===== config.mk =====
export PLATFORM = sky130hd
export DESIGN_NAME = amp_enable_sequencer
export DESIGN_NICKNAME = d
export VERILOG_FILES = /design/src/rtl/amp_enable_sequencer.sv
export SDC_FILE = /design/constraint.sdc
export NUM_CORES = 1
export LEC_CHECK = 0
export CORE_UTILIZATION = 37
export DETAILED_ROUTE_END_ITERATION = 7
export GPL_TIMING_DRIVEN = 0
export PLACE_DENSITY = 0.65
export SKIP_CTS_REPAIR_TIMING = 1
export SYNTH_ARGS = -nofsm -noshare
export SYNTH_HDL_FRONTEND = slang
export SYNTH_SLANG_ARGS = --single-unit

===== constraint.sdc =====
create_clock -name clk -period 4.7 [get_ports clk]
set_clock_uncertainty 0.2 [all_clocks]
set_input_delay 0.705 -clock clk [delete_from_list [all_inputs] [get_ports clk]]
set_output_delay 0.705 -clock clk [all_outputs]
set_load 0.02 [all_outputs]

===== src/rtl/amp_enable_sequencer.sv =====
// ============================================================================
// amp_enable_sequencer
//
// Purpose:
//   Staggers amplifier power-up across the motor channels. When several
//   channels request enable together, one channel is granted at a time.
//   After each grant the block waits gap_cnt ticks before the next grant,
//   where one tick is PRESCALE clk cycles. This spacing limits inrush current
//   on the motor supply. Fault, request-drop and watchdog disables bypass the
//   sequencing and take effect on the next clk.
//
// Configuration macro:
//   AMP_SEQ_RR_EN  defined   -> round-robin channel selection, starting after
//                               the most recently granted channel.
//                  undefined -> fixed priority, lowest index wins.
//
// Parameters:
//   NUM_MOT   number of motor channels (1..8)
//   PRESCALE  clk cycles per gap tick
//
// Ports:
//   clk           in   system clock
//   reset         in   asynchronous, active-high reset
//   enable_req    in   [NUM_MOT] host-requested enable per channel (level)
//   fault         in   [NUM_MOT] per-channel safety disable (level)
//   wdog_timeout  in   watchdog timeout, forces all channels off
//   gap_cnt       in   [8] gap between successive enables, in ticks
//   amp_enable    out  [NUM_MOT] registered sequenced enable per channel
//   grant         out  one-cycle pulse on each amp_enable rising edge
//   grant_chan    out  [3] index of the most recently granted channel
//   busy          out  high while the inter-grant gap is running (WAIT)
// ============================================================================
module amp_enable_sequencer #(
    parameter int NUM_MOT  = 4,
    parameter int PRESCALE = 1024
) (
    input  logic               clk,
    input  logic               reset,
    input  logic [NUM_MOT-1:0] enable_req,
    input  logic [NUM_MOT-1:0] fault,
    input  logic               wdog_timeout,
    input  logic [7:0]         gap_cnt,
    output logic [NUM_MOT-1:0] amp_enable,
    output logic               grant,
    output logic [2:0]         grant_chan,
    output logic               busy
);

    localparam int PW = (PRESCALE > 1) ? $clog2(PRESCALE) : 1;

    typedef enum logic {
        ST_IDLE,
        ST_WAIT
    } state_e;

    state_e             state_q, state_d;
    logic [NUM_MOT-1:0] amp_q, amp_d;
    logic               grant_q, grant_d;
    logic [2:0]         chan_q, chan_d;
    logic [PW-1:0]      pre_q, pre_d;
    logic [7:0]         tick_q, tick_d;
    logic [7:0]         gap_q, gap_d;

    // A faulted or already-enabled channel is never a grant candidate, so a
    // fault that coincides with selection simply removes that channel.
    logic [NUM_MOT-1:0] pending;
    logic               sel_valid;
    logic [2:0]         sel_chan;

    assign pending = enable_req & ~fault & ~amp_q;

`ifdef AMP_SEQ_RR_EN
    // ptr_q holds the first channel to consider: one past the last grant.
    logic [2:0]           ptr_q, ptr_d;
    logic [2*NUM_MOT-1:0] pend_dbl;
    logic [NUM_MOT-1:0]   pend_rot;
    int                   sel_sum;

    // Rotate pending so the pointer lands at bit 0, find the lowest set bit,
    // then map the offset back to an absolute channel index.
    always_comb begin
        pend_dbl  = {pending, pending} >> ptr_q;
        pend_rot  = pend_dbl[NUM_MOT-1:0];
        sel_valid = 1'b0;
        sel_chan  = 3'd0;
        sel_sum   = 0;
        for (int i = NUM_MOT - 1; i >= 0; i--) begin
            if (pend_rot[i]) begin
                sel_valid = 1'b1;
                sel_sum   = int'(ptr_q) + i;
                if (sel_sum >= NUM_MOT) begin
                    sel_sum = sel_sum - NUM_MOT;
                end
                sel_chan = 3'(sel_sum);
            end
        end
    end
`else
    // Scanning downward leaves the lowest-index pending channel selected.
    always_comb begin
        sel_valid = 1'b0;
        sel_chan  = 3'd0;
        for (int i = NUM_MOT - 1; i >= 0; i--) begin
            if (pending[i]) begin
                sel_valid = 1'b1;
                sel_chan  = 3'(i);
            end
        end
    end
`endif

    // NOTE: every variable written here gets a default first, so no path
    // leaves one unassigned and no latch is inferred.
    always_comb begin
        state_d = state_q;
        // Drop rule applies in every state: a request drop or fault clears
        // the enable on the next clk without disturbing the gap timer.
        amp_d   = amp_q & enable_req & ~fault;
        grant_d = 1'b0;
        chan_d  = chan_q;
        pre_d   = pre_q;
        tick_d  = tick_q;
        gap_d   = gap_q;
`ifdef AMP_SEQ_RR_EN
        ptr_d   = ptr_q;
`endif

        if (wdog_timeout) begin
            amp_d   = '0;
            state_d = ST_IDLE;
            pre_d   = '0;
            tick_d  = '0;
        end else begin
            case (state_q)
                ST_IDLE: begin
                    if (sel_valid) begin
                        amp_d   = amp_d | (NUM_MOT'(1) << sel_chan);
                        grant_d = 1'b1;
                        chan_d  = sel_chan;
                        gap_d   = gap_cnt;
                        pre_d   = '0;
                        tick_d  = '0;
                        state_d = ST_WAIT;
`ifdef AMP_SEQ_RR_EN
                        if (sel_chan == 3'(NUM_MOT - 1)) begin
                            ptr_d = 3'd0;
                        end else begin
                            ptr_d = sel_chan + 3'd1;
                        end
`endif
                    end
                end
                ST_WAIT: begin
                    // Comparing before counting lets a gap of 0 leave on the
                    // first WAIT cycle.
                    if (tick_q == gap_q) begin
                        state_d = ST_IDLE;
                    end else if (pre_q == PW'(PRESCALE - 1)) begin
                        pre_d = '0;
                        if (tick_q != 8'hFF) begin
                            tick_d = tick_q + 8'd1;
                        end
                    end else begin
                        pre_d = pre_q + PW'(1);
                    end
                end
                default: state_d = ST_IDLE;
            endcase
        end
    end

    // NOTE: sequential state uses non-blocking assignments so every register
    // samples the pre-edge value of the others.
    // NOTE: all control state is reset, including counters and pointer, so a
    // reset in the middle of WAIT leaves no stale timing behind.
    always_ff @(posedge clk or posedge reset) begin
        if (reset) begin
            state_q <= ST_IDLE;
            amp_q   <= '0;
            grant_q <= 1'b0;
            chan_q  <= 3'd0;
            pre_q   <= '0;
            tick_q  <= 8'd0;
            gap_q   <= 8'd0;
`ifdef AMP_SEQ_RR_EN
            ptr_q   <= 3'd0;
`endif
        end else begin
            state_q <= state_d;
            amp_q   <= amp_d;
            grant_q <= grant_d;
            chan_q  <= chan_d;
            pre_q   <= pre_d;
            tick_q  <= tick_d;
            gap_q   <= gap_d;
`ifdef AMP_SEQ_RR_EN
            ptr_q   <= ptr_d;
`endif
        end
    end

    assign amp_enable = amp_q;
    assign grant      = grant_q;
    assign grant_chan = chan_q;
    assign busy       = (state_q == ST_WAIT);

endmodule


# Word level (Yosys, flattened, before mapping)
# Index checks and enable logic that the tools add are counted.
# word_totals
register_bits	35
input_bits	19
output_inout_bits	9
# classes
n_addsub	2
n_eq_ne	7
shift	1
n_mux	28
bitwise_logic	9
reduce_logical	3
# op_table
operator	count
10-bit two-way mux	4
8-bit two-way mux	5
10-bit one-hot mux with 2 select lines	1
4-bit AND	4
8-bit one-hot mux with 2 select lines	1
4-bit two-way mux	3
10-bit by 1-bit adder with 10-bit output (second input constant)	1
10-bit equality test (second input constant)	1
1-bit two-way mux	9
3-bit two-way mux	3
8-bit by 1-bit adder with 8-bit output (second input constant)	1
8-bit equality test	1
8-bit inequality test (second input constant)	1
4-bit inverter	2
3-bit by 2-bit inequality test with 1-bit output (second input constant)	2
3-bit inequality test (second input constant)	2
4-bit bitwise OR	1
4-bit AND reduction	1
1-bit by 3-bit << shifter with 4-bit output (first input constant)	1
3-bit AND reduction	1
2-bit two-way mux	1
1-bit inverter	2
1-bit one-hot mux with 2 select lines	1
2-bit AND reduction	1

# Logic depth before layout (Yosys ltp)
# logic_depth
ltp_word	12
mapped_depth	7

# Worst setup path before layout
# No wires, ideal clock.
# synth_path
path_type	input -> register
startpoint	in fault[3]
endpoint	reg tick_q[2]
t_arrival_ns	1.953
t_required_ns	4.379
setup_slack_ns	2.426
cell_stages	5
cell_sequence	or3b_2 -> a41oi_1 -> nor2_1 -> and2_4 -> o22a_1
# synth_via
elab_chain_cells	9
# synth_lines
element	line_no	source
from (decl)	40	input logic [NUM_MOT-1:0] fault,
4-bit inverter	70	assign pending = enable_req & ~fault & ~amp_q;
4-bit AND (2 in a row)	70	
1-bit two-way mux (4 in a row)	104	if (pending[i]) begin
3-bit inequality test (no line)	n/a	
4-bit AND reduction (no line)	n/a	
to (signal assigned)	194	tick_q <= tick_d;
to (decl)	61	logic [7:0] tick_q, tick_d;
# Every way passes these cells.
# A chain may end at the register's enable or synchronous reset.

# Worst setup path after layout
# layout_path
startpoint	in enable_req[3]
endpoint	reg tick_q[2]
# layout_via
elab_chain_cells	8
# layout_lines
element	line_no	source
from (decl)	39	input logic [NUM_MOT-1:0] enable_req,
4-bit AND (2 in a row)	70	
1-bit two-way mux (4 in a row)	104	
3-bit inequality test (no line)	n/a	
4-bit AND reduction (no line)	n/a	
# Every way passes these cells.

==> metrics.sh <==
DRT-VIAS-PER-INSTANCE=5.38
R2R_END='tick_q[2]'
HOLD_PATH_CLASS='flop to flop'
SYN-CELL-AREA_UM2=1880
CTS_HTREE_LEVELS=2
GPL.FINAL_WEIGHTED_CONGESTION=0.854
GLOBALROUTETOTALUTIL_PCT=17.8
LAYOUT.CELLS.MOST_COMMON='sky130_fd_sc_hd__dfrtp_1'
FINALCRITPERIODSHARE_PCT=54.9
CPLARGESTDELAYFAMILY='simple AND/OR/NAND/NOR gates'
SYNTH.FF_LATCH_COUNT=34
ROOT_BUFFER='sky130_fd_sc_hd__clkbuf_8'
TIMING.REG2REG.SETUP_SLACK_NS=2.31
POWER_LEAKAGE_nW=0.973
IR_WORST_VDD_uV=194
CP_MAX_FO=8
DRT_ITER0_DRC=96
REG2REG_DEPTH=6
GRT_ANTENNA_BEFORE_REPAIR=0
SYNTH_WARNINGS=0
END_KIND='flop'
NUM_IO_PINS=28
CTS-ROOT-TO-SINK-BUFFERS=2
MAX_CAP_VIOLATIONS=0
INSERTION_DELAY_NS=0.29
GRT_PASS1_WL_UM=7140
WORST_EP_REQUIRED_TIME_NS=4.68
FINAL_CELL_MIX='sky130_fd_sc_hd__dfrtp_1 (34), sky130_fd_sc_hd__clkdlybuf4s50_1 (25), sky130_fd_sc_hd__nand2_1 (18), sky130_fd_sc_hd__nor2_1 (15), sky130_fd_sc_hd__a21oi_1 (14)'
FLOORPLAN.DIE.HEIGHT_UM=73.3
TRITONCTS_NUM_SINKS=34
TRITONCTS='built'
YOSYS_MOST_USED_DFF='sky130_fd_sc_hd__dfrtp_1'
FIN_CRIT_NS=2.58
MAXIMUM_NUMBER_OF_PINS_ON_ONE_NET_BEFORE_GLOBAL_ROUTE_REPAIR=35
SYN_AREA_PER_CELL_UM2=9.79
BUFFERS_AND_INVERTERS_ON_THE_WORST_PATH=1
CRIT_PATH_CELL_TRACE='clkdlybuf4s50_1, or3b_2, a41oi_1, nor2_1, and2_4, o22a_1'
CRIT_TYPE='primary input to flop'
ROWS=25
DIEWIDTH_UM=73.3
POST_SYNTH_INST_COUNT=192
FINALHOLDVIOLATIONS=0
NUMBER_OF_GLOBAL_ROUTE_VIAS_BEFORE_REPAIR=1507
POST-DP-HPWL_UM=2940
DIE-AREA_UM2=5370
RSZ_0062_RAISED_AFTER_GLOBAL_ROUTING='false'
WORST_PIN_SLEW_NS=0.758
HOLDPATHSTAGES=1
DRV_SLEW=0
CTS_INSERTED_BUFFERS=5
CLKTRANSATPATHREGS_NS=0.07
COREAREA_UM2=4820
INITIAL_UTILIZATION_PCT=39.0
UTILIZATION_PCT=48.2
ROUTED_WIRE_LENGTH_PER_INSTANCE_UM=14.2
CRITPATHMAXSTAGEDELAY_NS=0.50
ANT_NETS=0
SYNTHDISTINCTLIBCELLS=50
NUM_ANTENNA_CELLS=0
SLEW_HEADROOM_PCT=49.3
TIMING.CRITICAL_PATH.FROM_TYPE='primary input'
SYNTH_SEQUENTIAL_AREA_RATIO_PCT=45.3
DETAIL_ROUTE.WIRELENGTH_UM=4160
DESIGN_POWER_TOTAL_uW=754
NUMBER_OF_VIAS_AFTER_DETAILED_ROUTING=1570
MAPPEDNETLISTNETS=213
PORTBUFFERS=25
CRITPATHSLOWESTCELL='sky130_fd_sc_hd__or3b_2'
ACHIEVABLE-FREQUENCY_MHz=388
SHARE_OF_FINAL_LAYOUT_STANDARD_CELLS_STRONGER_THAN_DRIVE_STRENGTH_1_PCT=14.2
SYNTH_ENABLE_FLOP_CELLS=0
POSTSYNTH.ASYNCRESETSHARE_PCT=100
LAYOUT-AREA-OVERHEAD-VS-SYNTH_PCT=23.6
MIN_TO='pre_q[4]'
GRT_REMAINING_OVERFLOW=0
FINAL.SETUP.TNS_NS=0
WORST_EP_ARRIVAL_TIME_NS=2.56
MIN_FROM='pre_q[4]'
POWER_DENSITY_nW_PER_UM2=325
FINAL_NET_COUNT=245
RR_STARTPOINT='pre_q[0]'
POST-ROUTE-DRC-COUNT=0
DRT_FIRST_PASS_ITERS=4
RESULT_OF_THE_RUN='finished clean'
FINALSETUPVIOLCOUNT=0
## flip-flops by register name (all words and copies together) (netlist names)
register,count
pre_q,10
gap_q,8
tick_q,8
amp_enable,4
grant_chan,2
busy,1
grant,1
## synthesized netlist by cell type (all sizes together), types with 3 or more instances
cell type | number | share of area (%)
a21oi | 14 | 3.7
a31oi | 7 | 2.3
buf | 3 | 0.93
clkbuf | 4 | 0.87
dfrtp | 34 | 45
inv | 9 | 1.8
mux2 | 8 | 4.8
mux2i | 3 | 1.6
nand2 | 18 | 3.6
nand3 | 6 | 1.9
nand4 | 5 | 2.0
nor2 | 15 | 3.0
nor4b | 4 | 1.9
o21ai | 12 | 3.2
o22a | 4 | 1.9
or3b | 4 | 1.9
xnor2 | 8 | 4.1
## cell families (layout without fill, tap and decap cells)
| family | after synthesis | in the layout | synth area share, % |
|---|---|---|---|
| other | 1 | 1 | 0.200 |
| DFF | 34 | 34 | 45.3 |
| buffers and inverters | 16 | 49 | 3.59 |
| and+or+nand+nor | 67 | 67 | 20.4 |
| adders and majority gates | 2 | 2 | 1.33 |
| muxes | 11 | 11 | 6.39 |
| AOI/OAI and AO/OA | 53 | 53 | 18.7 |
| xor gates and xnor gates | 8 | 8 | 4.13 |
## report_power, final
| group | switching, mW | internal [mW] | total (mW) |
|---|---|---|---|
| Combinational | 0.0733 | 0.0737 | 0.147 |
| Sequential | 0.0207 | 0.320 | 0.341 |
| Clock | 0.110 | 0.156 | 0.266 |
## final cells by class
cell class	instances	area, µm²
fillers	465	2490
multi-input cells	142	961
flip-flops and latches	34	851
repair buffers	25	250
well taps	67	83.8
clock buffers	5	68.8
clock inverters	3	40.0
plain buffers	7	33.8
inverters	9	33.8
## layer usage
| metal | GRT usage (%) | vias to the layer above | wire length, µm |
|---|---|---|---|
| met5 | 0 | - | 0 |
| met4 | 9.15 | 0 | 91 |
| met3 | 3.70 | 7 | 185 |
| met2 | 29.4 | 46 | 1950 |
| met1 | 22.1 | 752 | 1930 |
| li1 | - | 765 | - |
## worst max path at each step
stage / from / to / slack (ns) / depth (start not counted)
after floorplan: fault[3] / tick_q[2] / 2.43 / 5
after global placement: enable_req[3] / tick_q[2] / 1.81 / 6
after detailed placement: enable_req[3] / tick_q[4] / 1.84 / 6
after CTS: enable_req[3] / tick_q[2] / 2.14 / 6
after global routing: enable_req[3] / tick_q[2] / 2.02 / 6
final: enable_req[3] / tick_q[2] / 2.12 / 6
## worst reg2reg max path, stage by stage, from the launching register on
cell	delay [ns]
sky130_fd_sc_hd__dfrtp_1	0.39
sky130_fd_sc_hd__ha_1	0.23
sky130_fd_sc_hd__nand3_2	0.15
sky130_fd_sc_hd__nor4_4	0.66
sky130_fd_sc_hd__o211ai_4	0.23
sky130_fd_sc_hd__and2_4	0.21
sky130_fd_sc_hd__o22a_1	0.21
## stage by stage
stage | cells | worst slack [ns] | area, µm² | hold slack (ns)
2_1_floorplan | 192 | 2.43 | 1880 | 0.246
3_3_place_gp | 284 | 1.81 | 2210 | 0.273
3_5_place_dp | 284 | 1.84 | 2210 | 0.277
4_1_cts | 292 | 2.14 | 2320 | 0.289
5_1_grt | 292 | 2.02 | 2320 | 0.308
6_report | 292 | 2.12 | 2320 | 0.293
No activity file was read; power rests on OpenSTA's default activity.
